<file path="src/rtl/imem_fetch_ctrl.sv">
// imem_fetch_ctrl: PC sequencer feeding IF/ID with stall, redirect flush and out-of-range halt
module imem_fetch_ctrl #(
  parameter int          IMEM_WORDS = 16,
  parameter logic [31:0] RESET_PC   = 32'h0000_0000,
  parameter logic [31:0] NOP_INSTR  = 32'h0000_0000
) (
  input  logic        clk,
  input  logic        rst,
  input  logic        stall_i,
  input  logic        redirect_i,
  input  logic [31:0] redirect_pc_i,
  output logic [31:0] imem_addr_o,
  input  logic [31:0] imem_data_i,
  output logic [31:0] if_id_instr_o,
  output logic [31:0] if_id_pc4_o,
  output logic        if_id_valid_o,
  output logic [31:0] pc_o,
  output logic        halted_o,
  output logic [15:0] fetch_count_o
);
  typedef enum logic {RUN, HALT} state_t;
  state_t      state, state_n;
  logic [31:0] pc, pc_n, instr, instr_n, pc4, pc4_n;
  logic        valid, valid_n, pc_ok, rd_ok;
  logic [15:0] cnt, cnt_n;
  function automatic logic in_range(input logic [31:0] a);
    return (a[1:0] == 2'b00) && ((a >> 2) < 32'(IMEM_WORDS));
  endfunction
  assign pc_ok         = in_range(pc);
  assign rd_ok         = in_range(redirect_pc_i);
  assign imem_addr_o   = pc;
  assign pc_o          = pc;
  assign if_id_instr_o = instr;
  assign if_id_pc4_o   = pc4;
  assign if_id_valid_o = valid;
  assign halted_o      = state == HALT;
  assign fetch_count_o = cnt;
  always_ff @(posedge clk) begin
    if (rst) begin
      state <= RUN;
      pc    <= RESET_PC;
      instr <= NOP_INSTR;
      pc4   <= 32'd0;
      valid <= 1'b0;
      cnt   <= 16'd0;
    end else begin
      state <= state_n;
      pc    <= pc_n;
      instr <= instr_n;
      pc4   <= pc4_n;
      valid <= valid_n;
      cnt   <= cnt_n;
    end
  end
  always_comb begin
    state_n = state;
    pc_n    = pc;
    instr_n = instr;
    pc4_n   = pc4;
    valid_n = valid;
    cnt_n   = cnt;
    if (redirect_i) begin
      pc_n    = redirect_pc_i;
      state_n = rd_ok ? RUN : HALT;
      instr_n = NOP_INSTR;
      valid_n = 1'b0;
    end else if (state == RUN && !stall_i) begin
      instr_n = pc_ok ? imem_data_i : NOP_INSTR;
      valid_n = pc_ok;
      pc4_n   = pc_ok ? pc + 32'd4 : pc4;
      pc_n    = pc_ok ? pc + 32'd4 : pc;
      cnt_n   = (pc_ok && cnt != 16'hFFFF) ? cnt + 16'd1 : cnt;
      state_n = pc_ok ? RUN : HALT;
    end
  end
endmodule
</file>
<file path="config.mk">
export PLATFORM = sky130hd
export DESIGN_NAME = imem_fetch_ctrl
export DESIGN_NICKNAME = d
export VERILOG_FILES = /design/src/rtl/imem_fetch_ctrl.sv
export SDC_FILE = /design/constraint.sdc
export NUM_CORES = 1
export LEC_CHECK = 0
export BUFFER_PORTS_ARGS = -buffer_cell sky130_fd_sc_hd__buf_2
export CORE_ASPECT_RATIO = 1.4
export CORE_MARGIN = 4
export CORE_UTILIZATION = 42
export DETAILED_ROUTE_END_ITERATION = 10
export PLACE_DENSITY = 0.7
export RECOVER_POWER = 100
export SLEW_MARGIN = 40
export SYNTH_ARGS = -nofsm -noshare
export SYNTH_HDL_FRONTEND = slang
export SYNTH_SLANG_ARGS = --single-unit
</file>
<file path="constraint.sdc">
create_clock -name clk -period 4.9 [get_ports clk]
set_input_delay 0.245 -clock clk [delete_from_list [all_inputs] [get_ports clk]]
set_output_delay 0.245 -clock clk [all_outputs]
set_load 0.05 [all_outputs]
</file>
After elaboration in Yosys (flattened, before gate mapping):

Cells that the tools add are included.

* register bits: 114
* bits of input ports: 68
* word-level logic and storage cells: 34

* add/sub/neg operators: 2
* order comparisons: 2
* eq/ne operators: 1
* mux-type cells: 8
* bitwise gates (word level): 2
* reduce and logical (&&, ||, !) cells: 13

Operator list (number)
* $mux W32: 4
* $lt A30 B5 Y1 const B: 2
* $add A32 B3 Y32 const B: 1
* $add A16 B1 Y16 const B: 1
* $ne A16 B16 Y1 const B: 1
* $reduce_and A3 Y1: 2
* $logic_and A1 B1 Y1: 4
* $logic_not A2 Y1: 2
* $mux W1: 4
* $reduce_bool A2 Y1: 2
* $not A1 Y1: 2
* $reduce_and A2 Y1: 1
* $reduce_or A2 Y1: 1
* $logic_not A1 Y1: 1

Longest topological paths before layout:

Gate-level depths: netlist of the first run.

* word-level depth: 5
* gate-level depth with buffers: 8
* mapped depth without buffers: 6

Worst setup path after synthesis of the first run:

No wires, ideal clock.

* path kind: register -> register
* start: reg pc[7] (netlist: imem_addr_o[7])
* end: reg cnt[15] (netlist: fetch_count_o[15])
* data arrival time: 2.177 ns
* data required time: 4.830 ns
* path slack: 2.653 ns
* cell stages (with the launch flop): 7
* clock period less this slack: 2.247 ns
* path through: dfxtp_1 -> nor4_4 -> nand4_4 -> or4b_1 -> buf_2 -> or3_1 -> a21oi_1

* word-level cells in the longest chain between the ends: 4

RTL lines
* start: declaration: line 23 `logic [31:0] pc, pc_n, instr, instr_n, pc4, pc4_n;`
* start signal: assignment: line 48 `pc <= pc_n;`
* $lt A30 B5 Y1: line 27 `return (a[1:0] == 2'b00) && ((a >> 2) < 32'(IMEM_WORDS));`
* $logic_and A1 B1 Y1: line 27
* $logic_and A1 B1 Y1: line 72 `cnt_n = (pc_ok && cnt != 16'hFFFF) ? cnt + 16'd1 : cnt;`
* $reduce_and A3 Y1 (no line)
* end signal: assignment: line 52 `cnt <= cnt_n;`
* end: declaration: line 25 `logic [15:0] cnt, cnt_n;`

Every way passes these cells.
A chain may end at the register's enable or synchronous reset.

Worst setup path after layout of the first run:

* start: in redirect_i
* end: reg state (netlist: halted_o)

* word-level cells in the longest chain between the ends: 1

RTL lines
* start: declaration: line 10 `input logic redirect_i,`
* $mux W1 / $reduce_bool A2 Y1 (equally long branches)
* end signal: assignment: line 47 `state <= state_n;`
* end: declaration: line 22 `state_t state, state_n;`

Parallel ways exist; a longest one is shown, timed or not.

==> metrics.cfg, run 1 <==
[timing]
max_freq_mhz=292.9
period_needed_ns=3.414
rsz0062_at_grt=false
setup_tns_ns=0
drv_slew=68
fin_worst_skew_ns=0.007932
period_share=0.6968
setup-violations-final=0
finalHoldViolations=0
tightest_slew_ns=2.217
slew_headroom=-0.4782

[setup_path]
r2r_start=imem_addr_o[18]
cp.arrival_ns=3.66
cp_data_required_time_ns=5.15
cp-startpoint=redirect_i
r2r_slack_ns=1.57
cp-start-kind=input pin
critical_path.max_fanout=33
r2r_cells=5
r2r_end=if_id_instr_o[1]
critPathKind=in -> reg
cp-end-kind=flip-flop

[floorplanning]
die_area_sq_um=12690
io_pins=214
core_sq_um=10520
chipWidth_um=96.35
die_height_um=131.7
core.rowCount=44
start_util=0.4365

[placement]
dpl_cell_area_sq_um=5498
dp_hpwl_mm=9.151
globalplace.congestion=0.8295
io_buffers=213

[run_status]
status=finished with violations
violations=max-capacitance violations, max-slew violations

[clock_network]
clkSlewWorstSetupHoldPaths_ns=0.05
numCtsBuffers=17
cts_resized=0
htreeDepth=4
cts-root-buf=clkbuf_16
cts.sinks=114
post_cts_buffers=0
insertion_delay_ns=0.40
cts_tree=done
holdBufCountCts=0
cts.path.max_buffers=2

[layout]
final_common_cell=clkbuf_1
nNetsFinal=747
fillers=1033
layout-drive-gt1-share=0.1611
finish.instance_area_sq_um=5943
num_antenna_cells=0
multiInputGateArea_sq_um=1928
area_delta_synth_final_pct=29.50
final_core_util=0.5652
layout_common_cells=148 x clkbuf_1, 114 x dfxtp_1, 66 x buf_2
seqCellArea_sq_um=2282

[synthesis]
synth_edf_count=0
ys_seq_elements=114
netlist_instances=506
async_flop_share=0
synth_top_area_cell=dfxtp_1
ys_seq_area_frac=0.4973
synth_area_per_cell_sq_um=9.070
synth_ff_type=dfxtp_1
syn-cell-area_sq_um=4589
ys_top_cells_by_area=dfxtp_1 50%, mux2i_1 6.1%, a21oi_1 5.6%
syn_nets=576
synth_cell_types=40
yosys.area.top_type_share=0.4973
yosys_warnings=0

[power_and_ir_drop]
power_w=0.002535
powerDensity_nw_per_um2=426.6
p_leak_nw=2.187
ir_drop_mv=0.2546

[routing]
drc_errors=0
vias=4154
finalWirelength_mm=12.53
wl_per_cell_um=15.16
vias_per_cell=5.023
drtPass1Iterations=4
postRouteAntennaNets=0
drt_iter0_markers=136

[global_routing]
track_usage=0.2007
antenna_found_initial=0
grt_overflow=0
grt_pass1_vias=4170
grt_pass1_wl_mm=20.05
grt_max_degree=58

[run]
drv_cap=2

[worst_hold_path]
min_path_cells=3
hold_start=imem_data_i[23]
timing.hold.worst_endpoint=if_id_instr_o[23]
min_path_type=in -> reg

==> cells by family after synthesis <==
kind of cell	share of synthesized area
simple gates	0.2459
flops	0.4973
compound gates	0.09270
fa+ha+maj	0.005452
xor+xnor	0.01145
mux	0.06352
buf+inv	0.08370
==> routing by layer <==
layer	routed length, um	global-route usage	share of wire
met3	877	0.06808	0.070
met1	5078	0.2344	0.41
met2	6329	0.3300	0.50
met5	0	0	0
met4	250	0.08346	0.020
==> cells in the mapped netlist (2+ instances only) <==
| cell | number |
|---|---|
| dfxtp_1 | 114 |
| a21oi_1 | 51 |
| nand3_1 | 45 |
| nand2_1 | 41 |
| nor2_1 | 41 |
| buf_4 | 32 |
| and2_1 | 29 |
| mux2i_1 | 28 |
| clkbuf_1 | 25 |
| nor4_1 | 12 |
| o21ai_0 | 10 |
| a211oi_1 | 8 |
| or3_1 | 7 |
| inv_1 | 6 |
| nand4_1 | 6 |
| buf_1 | 5 |
| nor3_1 | 5 |
| nor4_4 | 4 |
| o31ai_1 | 4 |
| or4_1 | 4 |
| xnor2_1 | 4 |
| and3_1 | 2 |
| and4_1 | 2 |
| ha_1 | 2 |
| nor2b_1 | 2 |
| or2_2 | 2 |
| xor2_1 | 2 |
==> critical path: stages <==
cell	delay, ns
clkbuf_1	1.54
clkinv_1	0.84
nor4_1	0.55
nand4_1	0.20
o22ai_1	0.16
a21oi_1	0.10
==> final cells by class <==
class                           instances  area share
Tap cell                              138     0.02905
Multi-Input combinational cell        322      0.3244
Timing Repair Buffer                  215      0.1509
Sequential cell                       114      0.3840
Clock inverter                          9     0.02568
Clock buffer                           22     0.08147
Inverter                                7    0.004421
==> flip-flops by register name, summed over array words and instances, names as in the netlist <==
signal and count:
fetch_count_o 16, halted_o 1, if_id_instr_o 32, if_id_pc4_o 32, if_id_valid_o 1, imem_addr_o 32
==> report_power, final <==
| part | total [W] | internal [W] | switching [W] |
|---|---|---|---|
| registers | 0.000971 | 0.000945 | 0.0000253 |
| logic | 0.000260 | 0.0000643 | 0.000196 |
| clock network | 0.00130 | 0.000900 | 0.000404 |
==> metrics by stage <==
stage | hold slack [ns] | worst slack, ns | instances
3_5_place_dp | 0.4381 | 2.232 | 796
5_1_grt | 0.08699 | 1.122 | 827
6_report | 0.09970 | 1.486 | 827
4_1_cts | 0.08602 | 2.468 | 827
3_3_place_gp | 0.4359 | 2.044 | 796
2_1_floorplan | 0.3926 | 2.653 | 506
==> worst max-delay path by stage <==
| stage | endpoint | slack (ns) | cells past startpoint |
|---|---|---|---|
| floorplan | fetch_count_o[15] | 2.65 | 6 |
| global placement | if_id_pc4_o[0] | 2.04 | 6 |
| detailed placement | if_id_pc4_o[31] | 2.23 | 6 |
| CTS | fetch_count_o[15] | 2.47 | 5 |
| global route | if_id_instr_o[0] | 1.12 | 5 |
| finish | halted_o | 1.49 | 6 |
Power figures use the tool's default switching activity.
==> run 2: changes to the inputs <==
==> constraint.sdc (replaced) <==
create_clock -name clk -period 3.6 [get_ports clk]
set_input_delay 0.18 -clock clk [delete_from_list [all_inputs] [get_ports clk]]
set_output_delay 0.18 -clock clk [all_outputs]
set_load 0.05 [all_outputs]
==> run 2 against run 1 <==
- the flow now finishes without violations
- first-iteration DRC count grew 48%
- final cell count grew 0.24%
- sequential share of layout area shrank 0.12 points
- critical path depth shrank 1
- non-clock buffer count grew 2
- largest cell class unchanged
- highest routed layer unchanged
==> metrics.cfg, run 2 (same netlist as run 1, synthesis figures left out) <==
[floorplanning]
io_pins=214  ; unchanged
die_area_sq_um=12690  ; unchanged
die_height_um=131.7  ; unchanged
chipWidth_um=96.35  ; unchanged
core_sq_um=10520  ; unchanged
core.rowCount=44  ; unchanged
start_util=0.4365  ; unchanged

[global_routing]
grt_pass1_wl_mm=20.28  ; +1.1%
antenna_found_initial=0  ; unchanged
grt_max_degree=37  ; -36%
track_usage=0.2049  ; +0.004248
grt_pass1_vias=4084  ; -2.1%
grt_overflow=0  ; unchanged

[setup_path]
critPathKind=reg -> reg
cp_data_required_time_ns=3.88  ; -1.27 ns
r2r_cells=5  ; unchanged
cp-startpoint=imem_addr_o[21]
cp-start-kind=flip-flop
r2r_slack_ns=1.16  ; -0.41 ns
r2r_start=imem_addr_o[21]
cp-endpoint=fetch_count_o[8]
cp-end-kind=flip-flop
r2r_end=fetch_count_o[8]
cp.arrival_ns=2.73  ; -0.93 ns
critical_path.max_fanout=16  ; -52%

[power_and_ir_drop]
seq_power_share=0.382  ; about the same
p_leak_nw=2.198  ; +0.50%
clock_power_share=0.515  ; about the same
ir_drop_mv=0.4242  ; +67%
internal-power_w=0.002598  ; +36%
p_switching_w=0.0008588  ; +37%
powerDensity_nw_per_um2=579.8  ; +36%
switching_share=0.2485  ; +0.001763
p_comb_frac=0.103  ; about the same

[clock_network]
insertion_delay_ns=0.40  ; about the same
htreeDepth=4  ; unchanged
cts.path.max_buffers=2  ; unchanged
cts_resized=0  ; unchanged
post_cts_buffers=0  ; unchanged
cts.sinks=114  ; unchanged
holdBufCountCts=0  ; unchanged
cts_tree=done
numCtsBuffers=17  ; unchanged
clkSlewWorstSetupHoldPaths_ns=0.05  ; about the same
cts-root-buf=clkbuf_16

[run]
drv_cap=0  ; -2

[layout]
fillers=1032  ; -0.097%
final_common_cell=clkbuf_1
num_antenna_cells=0  ; unchanged
layout_common_cells=149 x clkbuf_1, 114 x dfxtp_1, 66 x buf_2
nNetsFinal=749  ; +0.27%
area_delta_synth_final_pct=29.91
finalNonFillerCells=829  ; +0.24%
layout-drive-gt1-share=0.1635  ; +0.002428

[timing]
drv_slew=0  ; -100%
rsz0062_at_grt=false
setup-violations-final=0  ; unchanged
fin_hold_ws_ns=0.03159  ; -0.06811 ns
tightest_slew_ns=1.385  ; -0.8327 ns
period_needed_ns=2.442
max_freq_mhz=409.4
setup_slack_ns=1.158  ; -0.3281 ns
setup_tns_ns=0  ; unchanged
slew_headroom=0.07691  ; +0.5551
period_share=0.6785
finalHoldViolations=0  ; unchanged
fin_worst_skew_ns=0.01127  ; +0.003339 ns

[routing]
finalWirelength_mm=12.81  ; +2.2%
drtPass1Iterations=4  ; unchanged
vias=4169  ; +0.36%
drt_iter0_markers=201  ; +48%
drc_errors=0  ; unchanged
vias_per_cell=5.029  ; +0.12%
wl_per_cell_um=15.45  ; +2.0%
postRouteAntennaNets=0  ; unchanged

[placement]
io_buffers=213  ; unchanged
dp_hpwl_mm=9.377  ; +2.5%
pre_cts_ws_ns=1.312  ; -0.9206 ns
dp_cells=798  ; +0.25%
globalplace.congestion=0.8758  ; +5.6%

[worst_hold_path]
min_path_type=in -> reg

[run_status]
status=finished clean

==> run 2: cell count changes in the layout (fill, tap and decap cells not counted), sizes merged <==
cell    change
buf         +1
clkbuf      +1
==> run 2: per-layer routing <==
layer / up-vias / global-route usage / part of all wire
met5: - / 0 / 0
met4: 0 / 0.08034 / 0.019
met1: 1928 / 0.2400 / 0.38
met2: 151 / 0.3442 / 0.52
li1: 2074 / - / -
met3: 16 / 0.06121 / 0.077
==> run 2: worst min-delay path by stage <==
| stage | startpoint | end | slack, ns | cells past startpoint |
|---|---|---|---|---|
| after floorplan | redirect_pc_i[10] | imem_addr_o[10] | 0.33 | 2 |
| after global placement | redirect_pc_i[29] | imem_addr_o[29] | 0.43 | 3 |
| after detailed placement | if_id_pc4_o[14] | if_id_pc4_o[14] | 0.44 | 1 |
| after CTS | imem_data_i[24] | if_id_instr_o[24] | 0.01 | 3 |
| after global routing | imem_data_i[7] | if_id_instr_o[7] | 0.03 | 3 |
| final | imem_data_i[6] | if_id_instr_o[6] | 0.03 | 3 |
==> run 2: power groups by stage <==
stage / combinational [W] / clock, W / sequential (W)
finish: 0.000354 / 0.00178 / 0.00132
global placement: 0.000366 / 0 / 0.00134
CTS: 0.000369 / 0.00181 / 0.00132
global route: 0.000377 / 0.00187 / 0.00132
floorplan: 0.000208 / 0 / 0.00142
detailed placement: 0.000368 / 0 / 0.00135
==> run 2: stage by stage <==
step / util / instance area (sq um) / power, W
global route: 0.5670 / 5962 / 0.003566
CTS: 0.5844 / 6145 / 0.003501
global placement: 0.5236 / 5505 / 0.001708
floorplan: - / 4589 / 0.001627
detailed placement: 0.5238 / 5508 / 0.001713
finish: 0.5670 / 5962 / 0.003456
==> run 2: area by class of cell <==
| class | count | area [sq um] | share of cell area |
|---|---|---|---|
| clock buffer | 22 | 484.2 | 0.08122 |
| clock inverter | 9 | 152.6 | 0.02560 |
| multi-input combinational | 322 | 1936 | 0.3247 |
| tap | 138 | 172.7 | 0.02896 |
| inverter | 7 | 26.28 | 0.004407 |
| timing repair buffer | 217 | 908.4 | 0.1524 |
| sequential | 114 | 2282 | 0.3828 |
==> run 2: critical path: stages, from the launching register on <==
cell     delay, ns
dfxtp_1       0.34
nor4_1        0.44
and4_1        0.35
and2_0        0.68
nand4_1       0.21
mux2_2        0.31
==> run 3: changes to the inputs <==
==> constraint.sdc (replaced) <==
create_clock -name clk -period 2.35 [get_ports clk]
set_input_delay 0.1175 -clock clk [delete_from_list [all_inputs] [get_ports clk]]
set_output_delay 0.1175 -clock clk [all_outputs]
set_load 0.05 [all_outputs]
==> run 3 against run 2 <==
- count of clock-buffer cells in the layout shrank 4
- clock power rose by 61%
- sequential power rose by 53%
- first-iteration DRC count up 7.0%
==> metrics.cfg, run 3 (same netlist as run 1, synthesis figures left out) <==
[clock_network]
numCtsBuffers=17  ; unchanged
cts.path.max_buffers=2  ; unchanged
cts.sinks=114  ; unchanged
insertion_delay_ns=0.40  ; about the same
clkSlewWorstSetupHoldPaths_ns=0.05  ; about the same
htreeDepth=4  ; unchanged
post_cts_buffers=0  ; unchanged
cts_tree=done
cts-root-buf=clkbuf_16

[routing]
drt_iter0_markers=215  ; +7.0%
vias=4629  ; +11%
postRouteAntennaNets=0  ; unchanged
drc_errors=0  ; unchanged
wl_per_cell_um=15.79  ; +2.2%
vias_per_cell=5.149  ; +2.4%
drtPass1Iterations=7  ; +3
finalWirelength_mm=14.19  ; +11%

[placement]
dpl_cell_area_sq_um=5550  ; +0.77%
io_buffers=213  ; unchanged
dp_hpwl_mm=9.502  ; +1.3%
globalplace.congestion=0.8643  ; -1.3%

[setup_path]
r2r_start=halted_o
critPathKind=reg -> reg
cp_data_required_time_ns=2.66  ; -1.22 ns
critical_path.max_fanout=10  ; -6
cp.arrival_ns=2.53  ; -0.20 ns
r2r_end=fetch_count_o[13]
r2r_cells=5  ; unchanged
cp-start-kind=flip-flop
r2r_slack_ns=0.13  ; -1.03 ns
cp-end-kind=flip-flop
cp-endpoint=fetch_count_o[13]
cp-startpoint=halted_o

[layout]
final_common_cell=clkbuf_1
finish.instance_area_sq_um=6666  ; +12%
seqCellArea_sq_um=2282  ; unchanged
num_antenna_cells=0  ; unchanged
layout-drive-gt1-share=0.1577  ; -0.005844
area_delta_synth_final_pct=45.26
fillers=938  ; -9.1%
nNetsFinal=818  ; +9.2%
layout_common_cells=150 x clkbuf_1, 114 x dfxtp_1, 64 x buf_2
multiInputGateArea_sq_um=1941  ; +0.26%

[timing]
slew_headroom=0.3053  ; +0.2284
period_needed_ns=2.221  ; -0.2210 ns
max_freq_mhz=450.2  ; +9.9%
rsz0062_at_grt=false
period_share=0.9453  ; +0.2668
tightest_slew_ns=1.042  ; -0.3426 ns
fin_worst_skew_ns=0.008162  ; -0.003109 ns
setup_tns_ns=0  ; unchanged
finalHoldViolations=0  ; unchanged
drv_slew=0  ; unchanged
setup-violations-final=0  ; unchanged

[floorplanning]
start_util=0.4365  ; unchanged
core_sq_um=10520  ; unchanged
core.rowCount=44  ; unchanged
io_pins=214  ; unchanged
die_height_um=131.7  ; unchanged
chipWidth_um=96.35  ; unchanged
die_area_sq_um=12690  ; unchanged

[worst_hold_path]
hold_start=redirect_pc_i[6]
min_path_type=in -> reg

[global_routing]
grt_pass1_wl_mm=22.55  ; +11%
grt_pass1_vias=4561  ; +12%
track_usage=0.2219  ; +0.01699
grt_max_degree=35  ; -5.4%
grt_overflow=0  ; unchanged
antenna_found_initial=0  ; unchanged

[run_status]
status=finished clean

[power_and_ir_drop]
powerDensity_nw_per_um2=828.6  ; +43%
p_leak_nw=2.503  ; +14%
ir_drop_mv=0.5718  ; +35%

[run]
drv_cap=0  ; unchanged

==> run 3: cell type report <==
| type | instances | area share |
|---|---|---|
| repair buffers | 286 | 0.2369 |
| flip-flops and latches | 114 | 0.3423 |
| well taps | 138 | 0.02590 |
| clock buffers | 18 | 0.06588 |
| clock inverters | 14 | 0.03397 |
| inverters | 7 | 0.003941 |
| multi-input cells | 322 | 0.2911 |
==> run 3: power by group <==
| group | total (W) | internal (W) | switching [W] | leakage, nW |
|---|---|---|---|---|
| clock network | 0.00286 | 0.00193 | 0.000938 | 0.318 |
| logic | 0.000637 | 0.000205 | 0.000432 | 1.26 |
| registers | 0.00202 | 0.00197 | 0.0000537 | 0.925 |
==> run 3: routing by layer <==
layer | global-route usage | share of wire | vias up
met5 | 0 | 0 | -
met4 | 0.08892 | 0.027 | 0
met3 | 0.06350 | 0.069 | 31
met2 | 0.3715 | 0.51 | 199
met1 | 0.2619 | 0.40 | 2185
li1 | - | - | 2214
==> run 3: timing repair <==
item                                    4_1_cts  5_1_grt
hold endpoints to repair                     63        0
hold buffers                                 63        0
resized for setup                             0        2
endpoints found under the setup margin        0        6
==> run 3: stage by stage <==
step | util | hold WS [ns] | std cells | setup WS [ns] | total power (W)
after floorplan | - | 0.2651 | 506 | 0.1030 | 0.002493
after global placement | 0.5278 | 0.3660 | 804 | 0.1635 | 0.002622
after detailed placement | 0.5278 | 0.3785 | 804 | 0.1273 | 0.002629
after CTS | 0.6511 | 0.06714 | 899 | 0.08169 | 0.005573
after global routing | 0.6340 | 0.08516 | 899 | 0.01601 | 0.005689
final | 0.6340 | 0.09084 | 899 | 0.1285 | 0.005524
==> run 3: critical path, stage by stage (launching register included) <==
cell     delay, ns
dfxtp_1       0.35
nor3_1        0.34
and4_1        0.30
or4b_1        0.59
or3_1         0.36
a21oi_1       0.18
==> run 3: worst min-delay path by stage <==
stage	to	slack (ns)	depth (start not counted)
2_1_floorplan	imem_addr_o[10]	0.27	2
3_3_place_gp	imem_addr_o[14]	0.37	3
3_5_place_dp	imem_addr_o[7]	0.38	3
4_1_cts	if_id_pc4_o[2]	0.07	2
5_1_grt	imem_addr_o[6]	0.09	4
6_report	imem_addr_o[6]	0.09	4
